$ cat src/rtl/bus_rx_fifo.sv
// Receiver for a strobed parallel bus: synchronises the active-low strobe,
// captures the bus on its falling edge and queues bytes in a FWFT FIFO.
module bus_rx_fifo #(
    parameter int WIDTH       = 8,
    parameter int DEPTH       = 4,
    parameter int SYNC_STAGES = 2
) (
    input  logic                       clk,
    input  logic                       reset,
    input  logic [WIDTH-1:0]           bus_in,
    input  logic                       strobe_n,
    output logic [WIDTH-1:0]           rx_data,
    output logic                       rx_valid,
    input  logic                       rx_ready,
    output logic [$clog2(DEPTH+1)-1:0] fifo_count,
    output logic                       busy_n,
    output logic                       ovr,
    input  logic                       ovr_clr
);

    localparam int PW = $clog2(DEPTH);
    localparam int CW = $clog2(DEPTH+1);
    localparam logic [CW-1:0] FULL_COUNT = CW'(DEPTH);

    logic [SYNC_STAGES-1:0] sync_q;
    logic                   hist_q;
    logic                   fall;

    logic [WIDTH-1:0] mem [DEPTH];
    logic [PW-1:0]    wr_ptr;
    logic [PW-1:0]    rd_ptr;
    logic [CW-1:0]    count_q;
    logic [CW-1:0]    count_next;
    logic             full;
    logic             pop;
    logic             push;
    logic             overrun;

    // Flops reset to 0 so a strobe already low at reset release is not a fall.
    always_ff @(posedge clk or posedge reset) begin
        if (reset) begin
            sync_q <= '0;
            hist_q <= 1'b0;
        end else begin
            sync_q <= {sync_q[SYNC_STAGES-2:0], strobe_n};
            hist_q <= sync_q[SYNC_STAGES-1];
        end
    end

    assign fall     = hist_q & ~sync_q[SYNC_STAGES-1];
    assign full     = (count_q == FULL_COUNT);
    assign rx_valid = (count_q != '0);
    assign pop      = rx_valid & rx_ready;
    // A pop in the same cycle frees the slot, so a write into a full FIFO is still accepted.
    assign push     = fall & (~full | pop);
    assign overrun  = fall & full & ~pop;

    always_comb begin
        count_next = count_q;
        case ({push, pop})
            2'b10:   count_next = count_q + CW'(1);
            2'b01:   count_next = count_q - CW'(1);
            default: count_next = count_q;
        endcase
    end

    // NOTE: the storage array is reset as well, so rx_data reads 0 after reset.
    always_ff @(posedge clk or posedge reset) begin
        if (reset) begin
            wr_ptr  <= '0;
            rd_ptr  <= '0;
            count_q <= '0;
            busy_n  <= 1'b1;
            ovr     <= 1'b0;
            for (int i = 0; i < DEPTH; i++) begin
                mem[i] <= '0;
            end
        end else begin
            if (push) begin
                mem[wr_ptr] <= bus_in;
                wr_ptr      <= wr_ptr + PW'(1);
            end
            if (pop) begin
                rd_ptr <= rd_ptr + PW'(1);
            end
            count_q <= count_next;
            busy_n  <= (count_next != FULL_COUNT);
            if (overrun) begin
                ovr <= 1'b1;
            end else if (ovr_clr) begin
                ovr <= 1'b0;
            end
        end
    end

    assign rx_data    = mem[rd_ptr];
    assign fifo_count = count_q;

endmodule
$ cat config.mk
export PLATFORM = sky130hd
export DESIGN_NAME = bus_rx_fifo
export DESIGN_NICKNAME = d
export VERILOG_FILES = /design/src/rtl/bus_rx_fifo.sv
export SDC_FILE = /design/constraint.sdc
export NUM_CORES = 1
export LEC_CHECK = 0
export CAP_MARGIN = 20
export CORE_AREA = 2 2 73 75
export CTS_CLUSTER_DIAMETER = 150
export CTS_CLUSTER_SIZE = 12
export DETAILED_ROUTE_END_ITERATION = 8
export DIE_AREA = 0 0 75 77
export PLACE_DENSITY_LB_ADDON = 0.3
export SYNTH_ARGS = -nofsm -noshare
export SYNTH_HDL_FRONTEND = slang
export SYNTH_SLANG_ARGS = --single-unit
export TNS_END_PERCENT = 100
$ cat constraint.sdc
create_clock -name clk -period 2 [get_ports clk]
set_input_delay 0.4 -clock clk [delete_from_list [all_inputs] [get_ports clk]]
set_output_delay 0.4 -clock clk [all_outputs]
set_load 0.005 [all_outputs]
==> reports/metrics.cfg, run 1 <==
[yosys]
synth_cell_types=33
yosysSeqAreaShare_pct=53.2
synth_seq_cells=44
syn_area_sq_um=2070
ys_warn_count=0
syn_area_per_cell_sq_um=14.0
synthCells=148
synth_fp_nets=166

[placed_design]
dp_cells=249
port_buffers=26
gp_congestion=0.831
hpwl_mm=2.84

[floorplanning]
die_h_um=77
dieWidth_um=75
ioPinCount=27
num_rows=26
start_util_pct=41.6
dieArea_sq_um=5780
core_area_sq_um=4980

[setup_path]
start_kind=register
r2r-end=busy_n
reg2reg_depth=8
cp_slowest_stage_delay_ps=400
end_kind=output port
worstSetupPathType=reg -> out
crit_top_cell=buf_6
worstPathArrival_ps=1560
path_max_fanout=4
cp_slowest_cell=dfrtp_1
worst-path-buf-inv=4
r2r_slack_ps=60
cp_top_family=buffers and inverters
crit_required_ps=1600
crit_chain=buf_6 > buf_6 > buf_6 > mux4_2 > clkbuf_2
reg2reg_from=fifo_count[1]

[min_path]
hold-path-endpoint=sync_q[1]
hp-class=reg -> reg
min_path_cells=0
hold_start=sync_q[0]

[cells_and_area]
synthToLayoutAreaGrowth_pct=28.1
layout-drive-gt1-share_pct=44.3
insertedDiodeCount=0
nets=211
final_cells=264

[sta]
fin_crit_sh_pct=98.2
tightestPinTransition_ps=500
fin_crit_ps=1960
finalSetupViolCount=0
relSlewSlack_pct=66.6
fin_skew_ps=8.30
slew_viol_final=0
fmax_ghz=0.509
tns_ps=0
rsz0062_at_grt=true
hold_viol=0

[route]
route.vias.total=1318
firstDrtPassIters=4
drc=0
ant_nets=0
wl_mm=4.09
drt_iter0_drc=32
viasPerCell=4.99
wire_per_inst_um=15.5

[power_and_ir_drop]
p_leak_nw=1.15
finalPower_mw=3.99
vdd_ir_drop_max_uv=684
power.density_nw_per_um2=1510

[clock_network]
clock_path_buffers=2
root_buffer=clkbuf_8
clock-sinks=44
cts_buffers=5
cts_tree=done
clk_pin_slew_worst_paths_ps=80
htreeDepth=2
clkLatencyLatePin_ps=290

[grt]
grt_pass1_vias=1439
grt-ovfl-total=0
grt_max_degree=45
grt_antenna_before_repair=0
grt_use_total_pct=15.1
grt_pass1_wl_mm=6.69

[run_status]
status=complete, no violations

[job]
maxCapViolCount=0

==> placed cells by master, fill, tap and decap left out, drive strengths merged, types with 2 or more instances in the layout <==
cell type	instances
o211ai	2
nor2b	3
nand2	9
inv	8
a31oi	2
ha	4
clkbuf	13
buf	19
clkdlybuf4s15	2
mux4	8
mux2	32
nand3	5
dfrtp	43
o21ai	2
nor2	4
o31ai	2
xnor2	4
a21oi	3
clkdlybuf4s50	18
==> state kept, by name (all words and copies together) (netlist names) <==
| name | count |
|---|---|
| hist_q | 1 |
| ovr | 1 |
| wr_ptr | 2 |
| busy_n | 1 |
| fifo_count | 3 |
| mem | 32 |
| sync_q | 2 |
| rd_ptr | 2 |
==> worst register-to-register path, delay by kind of cell, from the launching register on <==
kind	cells	cell delay, ps
AO/OA/AOI/OAI	3	300
flip-flops	1	380
adder cells (fa/ha/maj)	1	230
AND/OR/NAND/NOR	4	940
==> stage by stage <==
stage,area (sq um),hold slack (ps),utilization [%],setup WS [ps]
floorplan,2090,331,-,13.5
global placement,2490,338,50.0,-84.0
detailed placement,2490,340,50.0,-210
CTS,2630,369,52.7,-122
global route,2650,384,53.3,-36.7
finish,2650,361,53.3,37.0
==> timing repair <==
| item | CTS | global route |
|---|---|---|
| buffers inserted | 5 | 2 |
| cloned | 0 | 0 |
| hold buffers | 0 | 0 |
| setup endpoints to repair | 8 | 11 |
| pin swaps | 0 | 1 |
| resized for setup | 15 | 18 |
==> cells in the mapped netlist <==
cell type	n	area, sq um
xnor2_1	4	35.0
and2_1	1	6.26
buf_4	1	7.51
o31ai_1	2	15.0
nor2_1	4	15.0
o22ai_1	1	6.26
nand3_1	5	25.0
dfrtp_1	43	1080
inv_1	8	30.0
nand2_1	5	18.8
o211ai_1	2	15.0
mux2_1	1	11.3
a31oi_1	1	6.26
o21ai_0	2	10.0
xor2_1	1	8.76
buf_2	1	5.00
fa_1	1	20.0
nor4bb_1	1	10.0
mux2_2	31	349
or3_1	1	6.26
o32ai_1	1	8.76
ha_1	4	50.1
buf_1	1	3.75
clkbuf_1	3	11.3
mux4_2	8	180
dfstp_2	1	26.3
nand2b_4	1	13.8
buf_6	1	11.3
nand2_2	4	25.0
a31oi_4	1	21.3
a21oi_1	3	15.0
nor2b_1	3	18.8
a31o_2	1	8.76
==> logic make-up after synthesis <==
logic type,count (synthesis),synth area share (%)
AOI/OAI and AO/OA,14,5.14
xor gates and xnor gates,5,2.11
adders and majority gates,5,3.38
buffers and inverters,15,3.32
DFF,44,53.2
muxes,40,26.1
and+or+nand+nor,25,6.71
==> power by group <==
part           switching, mW  leakage, nW  total [mW]  internal (mW)
registers              0.237        0.528        1.55           1.31
logic                  0.703        0.576        1.87           1.17
clock network          0.293       0.0445       0.573          0.281
total                   1.23         1.15        3.99           2.76
==> metal layers <==
layer	vias up	routed length, um	GRT usage, %	part of all wire, %
met2	32	2170	26.2	53
li1	617	-	-	-
met4	0	78	3.93	1.9
met5	-	0	0	0
met1	660	1670	18.4	41
met3	9	171	3.68	4.2
==> worst max path at each step <==
stage	startpoint	slack [ps]	end	cells past startpoint
2_1_floorplan	fifo_count[0]	10	fifo_count[1]	8
3_3_place_gp	rx_ready	-80	busy_n	8
3_5_place_dp	rx_ready	-210	busy_n	8
4_1_cts	rd_ptr[0]	-120	rx_data[2]	5
5_1_grt	rd_ptr[0]	-40	rx_data[2]	5
6_report	rd_ptr[0]	40	rx_data[2]	5
==> final cells by class <==
type | instances | area, sq um
fillers | 451 | 2320
flip-flops and latches | 44 | 1100
multi-input cells | 89 | 933
repair buffers | 45 | 404
well taps | 70 | 87.6
clock buffers | 7 | 86.3
inverters | 8 | 30.0
clock inverters | 1 | 7.51
Note: power is estimated with default switching activity, not from simulation.
==> inputs of run 2 (changes only) <==
==> constraint.sdc (replaced) <==
create_clock -name clk -period 2 [get_ports clk]
set_input_delay 0.4 -clock clk [delete_from_list [all_inputs] [get_ports clk]]
set_output_delay 0.4 -clock clk [all_outputs]
set_load 0.1 [all_outputs]
==> reports/metrics.cfg, run 2 (synthesis gave the netlist of run 1 again) <==
[clock_network]
cts_buffers=5  ; unchanged
clock-sinks=44  ; unchanged
cts_tree=done  ; unchanged
clk_pin_slew_worst_paths_ps=80  ; about the same
htreeDepth=2  ; unchanged
clkLatencyLatePin_ps=300  ; was 290 ps
cts_hold_buf=0  ; unchanged
root_buffer=clkbuf_8  ; unchanged
clock_path_buffers=2  ; unchanged

[placed_design]
port_buffers=26  ; unchanged
gp_congestion=0.786  ; was 0.831
hpwl_mm=2.85  ; was 2.84 mm

[sta]
rsz0062_at_grt=true  ; unchanged
finalSetupViolCount=0  ; unchanged
fmax_ghz=0.509  ; about the same
fin_crit_sh_pct=98.2  ; about the same
fin_skew_ps=4.64  ; was 8.30 ps
slew_viol_final=0  ; unchanged
tightestPinTransition_ps=555  ; was 500 ps
hold_viol=0  ; unchanged
relSlewSlack_pct=62.9  ; was 66.6%
fin_crit_ps=1960  ; about the same

[grt]
grt_max_degree=45  ; unchanged
grt_antenna_before_repair=0  ; unchanged
grt_pass1_vias=1422  ; was 1439
grt_use_total_pct=15.8  ; was 15.1%
grt_pass1_wl_mm=6.74  ; was 6.69 mm
grt-ovfl-total=0  ; unchanged

[setup_path]
crit_top_cell=buf_12  ; was buf_6
r2r-end=fifo_count[1]  ; was busy_n
worst-path-buf-inv=2  ; was 4
worstSetupPathType=reg -> out  ; unchanged
reg2reg_depth=7  ; was 8
end_kind=output port  ; unchanged
path_max_fanout=7  ; was 4
worstPathArrival_ps=1560  ; about the same
reg2reg_from=fifo_count[0]  ; was fifo_count[1]
cp_slowest_cell=mux4_2  ; was dfrtp_1
start_kind=register  ; unchanged
crit_chain=buf_12 > mux4_2 > buf_12  ; was buf_6 > buf_6 > buf_6 > mux4_2 > clkbuf_2
cp_slowest_stage_delay_ps=540  ; was 400 ps
r2r_slack_ps=40  ; was 60 ps
crit_required_ps=1600  ; about the same
cp_top_family=multiplexers  ; was buffers and inverters

[cells_and_area]
insertedDiodeCount=0  ; unchanged
largest-register=mem  ; unchanged
n_fill_cell=418  ; was 451
layout-drive-gt1-share_pct=47.9  ; was 44.3%
final_util_pct=54.9  ; was 53.3%
synthToLayoutAreaGrowth_pct=32.0  ; was 28.1%
final_common_cell=dfrtp_1  ; unchanged
largest_register_ffs=32  ; unchanged
final_cell_mix=dfrtp_1, mux2_2, buf_12, buf_4, clkdlybuf4s50_1  ; was dfrtp_1, mux2_2, clkdlybuf4s50_1, buf_4
nets=205  ; was 211

[route]
route.vias.total=1288  ; was 1318
wl_mm=3.99  ; was 4.09 mm
ant_nets=0  ; unchanged
wire_per_inst_um=15.5  ; about the same
drc=0  ; unchanged
viasPerCell=4.99  ; about the same
firstDrtPassIters=6  ; was 4
drt_iter0_drc=30  ; was 32

[run_status]
status=complete, no violations  ; unchanged

[min_path]
hp-class=reg -> reg  ; unchanged
hold-path-endpoint=sync_q[1]  ; unchanged
hold_start=sync_q[0]  ; unchanged
min_path_cells=0  ; unchanged

[floorplanning]
num_rows=26  ; unchanged
ioPinCount=27  ; unchanged
die_h_um=77  ; unchanged
start_util_pct=41.6  ; unchanged
dieArea_sq_um=5780  ; unchanged
dieWidth_um=75  ; unchanged
core_area_sq_um=4980  ; unchanged

[job]
maxCapViolCount=0  ; unchanged

==> run 2: cell types whose count changed in the layout (fill, tap and decap cells not counted), sizes merged <==
cell / change
buf: +8
clkinv: +1
clkdlybuf4s15: -2
clkbuf: -7
clkdlybuf4s50: -6
==> run 2: layout make-up <==
class | instances | area, sq um | share of cell area [%]
flip-flops and latches | 44 | 1110 | 40.6
inverters | 8 | 30.0 | 1.10
clock inverters | 2 | 12.5 | 0.458
clock buffers | 6 | 72.6 | 2.65
repair buffers | 39 | 498 | 18.2
well taps | 70 | 87.6 | 3.20
multi-input cells | 89 | 922 | 33.7
==> run 2: metrics by stage <==
| step | TNS (ps) | std cells | worst slack, ps | hold slack (ps) | area, sq um |
|---|---|---|---|---|---|
| 3_3_place_gp | -2600 | 248 | -119 | 333 | 2620 |
| 2_1_floorplan | -1240 | 148 | -429 | 331 | 2100 |
| 5_1_grt | -263 | 258 | -44.3 | 370 | 2730 |
| 6_report | 0 | 258 | 35.1 | 360 | 2730 |
| 4_1_cts | 0 | 256 | 11.5 | 359 | 2710 |
| 3_5_place_dp | -4670 | 248 | -175 | 341 | 2620 |
==> run 2: what timing repair did <==
item / in CTS / in global routing
setup endpoints to repair: 0 / 11
gates resized for setup: 0 / 3
buffers inserted: 0 / 2
endpoints found under the hold margin: 0 / 0
==> run 2: worst max-delay path by stage <==
stage,cells after the start,to,slack (ps),start
after global placement,8,busy_n,-120,rx_ready
after CTS,3,rx_data[7],10,rd_ptr[0]
after floorplan,8,fifo_count[1],-430,fifo_count[2]
after detailed placement,8,busy_n,-170,rx_ready
final,3,rx_data[7],40,rd_ptr[0]
after global routing,7,fifo_count[1],-40,fifo_count[0]
==> run 2: metal layers <==
metal / routed length, um / vias to the layer above / track usage, % / share of wire (%)
li1: - / 606 / - / -
met1: 1690 / 647 / 18.9 / 42
met2: 2060 / 28 / 25.9 / 51
met3: 176 / 7 / 4.60 / 4.4
met4: 70 / 0 / 6.61 / 1.8
met5: 0 / - / 0 / 0
Power of run 2 is not shown: default switching activity piles up to over one toggle a cycle in this logic, so the estimate is an artifact.
==> inputs of run 3 (changes only) <==
--- a/config.mk
+++ b/config.mk
@@ -12,6 +12,7 @@
 export DETAILED_ROUTE_END_ITERATION = 8
 export DIE_AREA = 0 0 75 77
 export PLACE_DENSITY_LB_ADDON = 0.3
+export REMOVE_ABC_BUFFERS = 1
 export SYNTH_ARGS = -nofsm -noshare
 export SYNTH_HDL_FRONTEND = slang
 export SYNTH_SLANG_ARGS = --single-unit
==> reports/metrics.cfg, run 3 (synthesis gave the netlist of run 1 again) <==
[run_status]
status=complete, no violations  ; unchanged

[placed_design]
port_buffers=26  ; unchanged
place_ws_ps=-192  ; was -175 ps
gp_congestion=0.924  ; was 0.786
hpwl_mm=2.90  ; was 2.85 mm

[floorplanning]
die_h_um=77  ; unchanged
num_rows=26  ; unchanged
dieArea_sq_um=5780  ; unchanged
core_area_sq_um=4980  ; unchanged
dieWidth_um=75  ; unchanged
start_util_pct=41.6  ; unchanged
ioPinCount=27  ; unchanged

[clock_network]
clkLatencyLatePin_ps=290  ; was 300 ps
cts_hold_buf=0  ; unchanged
htreeDepth=2  ; unchanged
root_buffer=clkbuf_8  ; unchanged
clock-sinks=44  ; unchanged
clk_pin_slew_worst_paths_ps=70  ; was 80 ps
cts_buffers=5  ; unchanged
clock_path_buffers=2  ; unchanged
cts_tree=done  ; unchanged

[setup_path]
crit_required_ps=2220  ; was 1600 ps
crit_path_end=fifo_count[1]  ; was rx_data[7]
worstSetupPathType=reg -> reg  ; was reg -> out
startpoint=fifo_count[1]  ; was rd_ptr[0]
path_max_fanout=3  ; was 7
reg2reg_depth=7  ; unchanged
r2r_slack_ps=60  ; was 40 ps
r2r-end=fifo_count[1]  ; unchanged
end_kind=register  ; was output port
start_kind=register  ; unchanged
worstPathArrival_ps=2160  ; was 1560 ps
reg2reg_from=fifo_count[1]  ; was fifo_count[0]

[cells_and_area]
final_cell_mix=dfrtp_1, mux2_2, buf_4, buf_12, clkdlybuf4s50_1  ; was dfrtp_1, mux2_2, buf_12, buf_4, clkdlybuf4s50_1
largest-register=mem  ; unchanged
layout-drive-gt1-share_pct=47.3  ; was 47.9%
synthToLayoutAreaGrowth_pct=32.7  ; was 32.0%
final_common_cell=dfrtp_1  ; unchanged
final_util_pct=55.2  ; was 54.9%
largest_register_ffs=32  ; unchanged
insertedDiodeCount=0  ; unchanged
nets=206  ; was 205

[sta]
fmax_ghz=0.516  ; was 0.509 GHz
rsz0062_at_grt=true  ; unchanged
hold_viol=0  ; unchanged
tns_ps=0  ; unchanged
fin_skew_ps=6.47  ; was 4.64 ps
fin_crit_ps=1940  ; was 1960 ps
fin_ws_ps=61.3  ; was 35.1 ps
relSlewSlack_pct=65.3  ; was 62.9%
finalSetupViolCount=0  ; unchanged
fin_crit_sh_pct=96.9  ; was 98.2%
slew_viol_final=0  ; unchanged
tightestPinTransition_ps=520  ; was 555 ps

[route]
viasPerCell=5.06  ; was 4.99
wire_per_inst_um=15.5  ; about the same
ant_nets=0  ; unchanged
drc=0  ; unchanged
drt_iter0_drc=98  ; was 30
firstDrtPassIters=4  ; was 6
wl_mm=4.01  ; was 3.99 mm
route.vias.total=1306  ; was 1288

[grt]
grt_max_degree=45  ; unchanged
grt_pass1_wl_mm=6.70  ; was 6.74 mm
grt_pass1_vias=1430  ; was 1422
grt_use_total_pct=15.6  ; was 15.8%
grt-ovfl-total=0  ; unchanged
grt_antenna_before_repair=0  ; unchanged

[min_path]
hp-class=reg -> reg  ; unchanged
min_path_cells=0  ; unchanged

[job]
maxCapViolCount=0  ; unchanged

-- run 3: worst min path at each step --
stage           endpoint  slack [ps]       from
6_report       sync_q[1]         360  sync_q[0]
3_5_place_dp   sync_q[1]         350  sync_q[0]
4_1_cts        sync_q[1]         360  sync_q[0]
2_1_floorplan  sync_q[1]         330  sync_q[0]
3_3_place_gp   sync_q[1]         330  sync_q[0]
5_1_grt        sync_q[1]         370  sync_q[0]
-- run 3: per-stage QoR --
step / area [sq um] / cells / hold WS, ps
floorplan: 2030 / 141 / 331
global placement: 2600 / 249 / 334
detailed placement: 2600 / 249 / 346
CTS: 2710 / 256 / 364
global route: 2750 / 258 / 373
finish: 2750 / 258 / 359
-- run 3: final cells by class --
cell class,count,area [sq um]
tap,70,87.6
multi-input combinational,89,936
timing repair buffer,40,497
fill,412,2230
clock buffer,7,96.3
inverter,8,30.0
sequential,44,1100
-- run 3: critical path, stage by stage (launching register included) --
cell     delay [ps]
dfrtp_1         390
or3_4           390
and2_4          170
nand2_2          70
fa_2            460
buf_4           160
nor2b_1         120
a21oi_1         110
-- run 3: per-layer routing --
layer	up-vias	share of wire, %	global-route usage, %
li1	605	-	-
met1	668	43	19.4
met3	5	4.3	3.15
met2	28	52	26.5
met5	-	0	0
met4	0	1.1	5.36
-- run 3: repair_timing --
action | 4_1_cts | 5_1_grt
buffers inserted | 0 | 2
gates resized for setup | 2 | 7
endpoints found under the setup margin | 1 | 9
pin swaps | 0 | 2
Power of run 3 is left out for the same reason.
